### src/rtl/ff_response_checker_sat_counter.sv
// Saturating up-counter with synchronous clear; stops at all-ones.
module sat_counter #(
    parameter int W = 8
) (
    input  logic         clk,
    input  logic         clear,
    input  logic         inc,
    output logic [W-1:0] cnt
);

    logic [W-1:0] cnt_q;
    logic [W-1:0] cnt_d;

    // next count: advance on inc unless already saturated
    always_comb begin
        cnt_d = cnt_q;
        if (inc && (cnt_q != {W{1'b1}})) begin
            cnt_d = cnt_q + {{(W-1){1'b0}}, 1'b1};
        end
    end

    // count register, clear wins
    always_ff @(posedge clk) begin
        if (clear) cnt_q <= '0;
        else       cnt_q <= cnt_d;
    end

    assign cnt = cnt_q;

endmodule

### config.mk
export PLATFORM = sky130hd
export DESIGN_NAME = sat_counter
export DESIGN_NICKNAME = d
export VERILOG_FILES = /design/src/rtl/ff_response_checker_sat_counter.sv
export SDC_FILE = /design/constraint.sdc
export NUM_CORES = 1
export LEC_CHECK = 0
export CORE_AREA = 2 2 39 41
export CTS_CLUSTER_DIAMETER = 60
export DETAILED_ROUTE_END_ITERATION = 7
export DIE_AREA = 0 0 41 43
export HOLD_SLACK_MARGIN = 0.12
export SYNTH_ARGS = -nofsm -noshare
export SYNTH_HDL_FRONTEND = slang
export SYNTH_SLANG_ARGS = --single-unit
### constraint.sdc
create_clock -name clk -period 3.7 [get_ports clk]
set_input_delay 0.925 -clock clk [delete_from_list [all_inputs] [get_ports clk]]
set_output_delay 0.925 -clock clk [all_outputs]
set_load 0.02 [all_outputs]
Yosys cells after proc, flatten, opt, wreduce, memory -nomap -nowiden --
Cells that the tools add are included.
Storage, ports and cells: register bits after elaboration 8, bits in latches 0, bits in writable memories 0, bits in read-only memories 0, input port bits 3, output and inout bits 8, logic and storage cells 4, memories kept 0
Cells by class: add/sub/neg operators 1, multiply operators 0, div/mod/pow operators 0, magnitude comparators 0, equality and inequality tests 1, shift-type cells 0, muxes and demuxes 0, bitwise gates (word level) 0, reductions and logical operators 1
Operators with widths (number):
- 8-bit by 1-bit adder with 8-bit output (second input constant) | 1
- 8-bit inequality test (second input constant) | 1
- 1-bit logical AND | 1

Depth between registers and ports, before layout --
word-level depth 2, depth in mapped cells 4, mapped depth without buffers 4

Least setup slack after synthesis --
Ideal clock, no wire load.
path kind input -> register, from input inc, to register cnt_q[3], in the netlist cnt[3], setup time 69 ps, data arrival time 1518 ps, required time 3631 ps, slack 2113 ps, cell stages on the path 3, path buffers 0, path through nand4_1 > or3_2 > o21ai_1
On the way: longest elaborated chain between the ends 1
RTL lines:
- from (decl) | line 7 | input logic inc,
- 1-bit logical AND | line 17 | if (inc && (cnt_q != {W{1'b1}})) begin
- to (signal assigned) | line 25 | else cnt_q <= cnt_d;
- to (decl) | line 11 | logic [W-1:0] cnt_q;
Every way passes these cells. A chain may end at the register's enable or synchronous reset.

Worst setup path after layout --
from register cnt_q[3], in the netlist cnt[3], to output cnt[3]
RTL lines:
- to (decl) | line 8 | output logic [W-1:0] cnt
No word-level cell between the ends.

==> flow_summary.toml <==
[floorplan]
die_w_um = 41
start_util_pct = 31.1
io_pins = 11
die_y_um = 43
row_count = 14
coreArea_mm2 = 0.00138
die-area_mm2 = 0.00176

[logic_synthesis]
netlist_instances = 46
synth_area_leaders = "dfxtp_1, a21oi_1, a21boi_4"
synth_cell_types = 25
ys_seq_area_share_pct = 37.2
yosys_warnings = 0
synth_seq_cells = 8
synthTopCellsByCount = "dfxtp_1, a21oi_1, nand2_1"
synth_top_area_cell = "dfxtp_1"
syn-mean-instance-area_um2 = 9.36
async_reset_ff_share_pct = 0
synth_nets = 50
synth_flop_cell = "dfxtp_1"
synthMostInstantiatedCell = "dfxtp_1"
netlist_area_um2 = 430
yosys.area.top_type_share_pct = 37.2
synth_edf_count = 0

[global_routing]
antenna_found_initial = 0
grt.total_usage_pct = 14.1
grt_max_degree = 9
grt_overflow = 0
grt_pass1_wl_um = 1550
grt_pass1_vias = 341

[placed_design]
gp_congestion = 0.742
portBuffers = 10
placed_area_um2 = 539

[clock_tree]
cts.repair.resized = 0
clk-insertion-delay-late_ns = 0.26
hold_buffers = 0
cts_root_buffer = "clkbuf_4"
htree_levels = 1
clock-sinks = 8
clk_path_buf_depth = 2
cts_setup_buffers = 0
clkTransAtPathRegs_ns = 0.05
cts_tree = "built"
cts_buffers = 3

[setup_path]
crit_path_cell_trace = "clkdlybuf4s50_1"
reg2regPathDepth = 4
cp.arrival_ns = 1.36
worstPathRequired_ns = 2.77
slowest_delay_ns = 0.65
cp_slowest_cell = "clkdlybuf4s50_1"
criticalPathCategory = "flop to output port"
cp.depth = 1
cp-start-kind = "flop"
cp_num_buf_inv = 1
cp_top_family = "buffers and inverters"
crit_path_end_kind = "output port"
cp_max_fo = 8

[finish]
nets = 64
postLayoutCellArea_um2 = 562
antennaDiodeCount = 0
largest_reg_flops = 8
syn2layout_area_growth_pct = 30.5
drive_gt1_share_pct = 13.8

[power]
seq_power_share_pct = 50.5
swShare_pct = 24.8
powerDensity_mw_per_mm2 = 322
comb_power_share_pct = 10.6
p_switching_uw = 44.9
vdd_ir_drop_max_mv = 0.137
leakagePower_nw = 0.200
internal_power_uw = 136
p_clk_share_pct = 39.0

[sta]
rsz0062_at_grt = "false"
drv_slew = 0
timing.slew.headroom_pct = 80.9
worst_pin_slew_ns = 0.286
post-route-period-util_pct = 61.7
period_needed_ns = 2.28
fin_worst_skew_ns = 0.00351
final-hold-violation-count = 0
setup_viol = 0
max_freq_mhz = 438
tns_ns = 0

[routing]
met2WireLength_um = 398
met3WireLength_um = 37
vias = 404
drc = 0
antenna_left = 0
first_iter_violations = 5
first_pass_iters = 4
avgViaCountPerCell = 5.46
routed_wl_um = 910
wl_per_cell_um = 12.3
met1_length_um = 436
highest_layer = "met4"

[run_status]
status = "finished clean"

[hold_path]
hold_class = "flop to flop"
hold_depth = 2

[run]
cap_violations = 0
## cell type report
type                    count  area (µm²)
clock buffers               3        22.5
fillers                   150         822
inverters                   1        3.75
multi-input cells          36         255
flip-flops and latches      8         160
well taps                  16        20.0
repair buffers             10         100
## cell usage in the layout (no fill, tap or decap)
master            n
nand2b_1          1
and2b_2           1
clkdlybuf4s50_1  10
nand2_1           5
and3_4            1
or3_2             1
mux2i_1           1
nor3_1            2
nand3_1           2
nand4_1           2
inv_1             1
o21ai_1           1
o311a_1           1
dfxtp_1           8
nor2_1            1
a21oi_1           5
and4_1            2
a21boi_4          1
ha_1              1
o21bai_1          2
a311oi_1          1
a21boi_0          1
mux2_4            1
clkbuf_4          3
a211oi_1          2
a31oi_1           1
## cell families (layout without fill, tap and decap cells)
kind of cell	Yosys count	in the layout	share of synthesized area, %
adder cells (fa/ha/maj)	1	1	2.91
multiplexers	2	2	5.81
AND/OR/NAND/NOR	18	18	24.7
buffers and inverters	2	14	3.49
flip-flops	8	8	37.2
AO/OA/AOI/OAI	15	15	25.9
## path summary, 6_finish.rpt
check,from,to,slack [ns]
hold reg to reg,cnt[1],cnt[1],0.51
hold / removal,cnt[1],cnt[1],0.51
setup reg to reg,cnt[0],cnt[0],2.27
setup / recovery,cnt[3],cnt[3],1.42
## through the flow
stage / cells / total power [mW] / worst slack [ns] / hold WS, ns / util, %
final: 74 / 0.181 / 1.42 / 0.508 / 40.6
after global routing: 74 / 0.191 / 1.35 / 0.556 / 40.6
after CTS: 74 / 0.182 / 1.42 / 0.512 / 40.6
after detailed placement: 71 / 0.112 / 1.48 / 0.502 / 39.0
after global placement: 71 / 0.113 / 1.50 / 0.494 / 39.0
after floorplan: 46 / 0.103 / 2.11 / 0.563 / -
## power by group through the flow
| stage | Combinational (mW) | Clock, mW | Sequential (mW) |
|---|---|---|---|
| 6_report | 0.0191 | 0.0705 | 0.0914 |
| 2_1_floorplan | 0.00756 | 0 | 0.0954 |
| 3_5_place_dp | 0.0193 | 0 | 0.0932 |
| 5_1_grt | 0.0209 | 0.0779 | 0.0919 |
| 4_1_cts | 0.0194 | 0.0712 | 0.0913 |
| 3_3_place_gp | 0.0192 | 0 | 0.0933 |
## layer usage
| metal | up-vias | global-route usage (%) |
|---|---|---|
| met1 | 188 | 16.7 |
| met4 | 0 | 14.0 |
| met3 | 5 | 6.28 |
| met5 | - | 0 |
| met2 | 10 | 17.2 |
| li1 | 201 | - |
No activity file was read; power rests on OpenSTA's default activity.
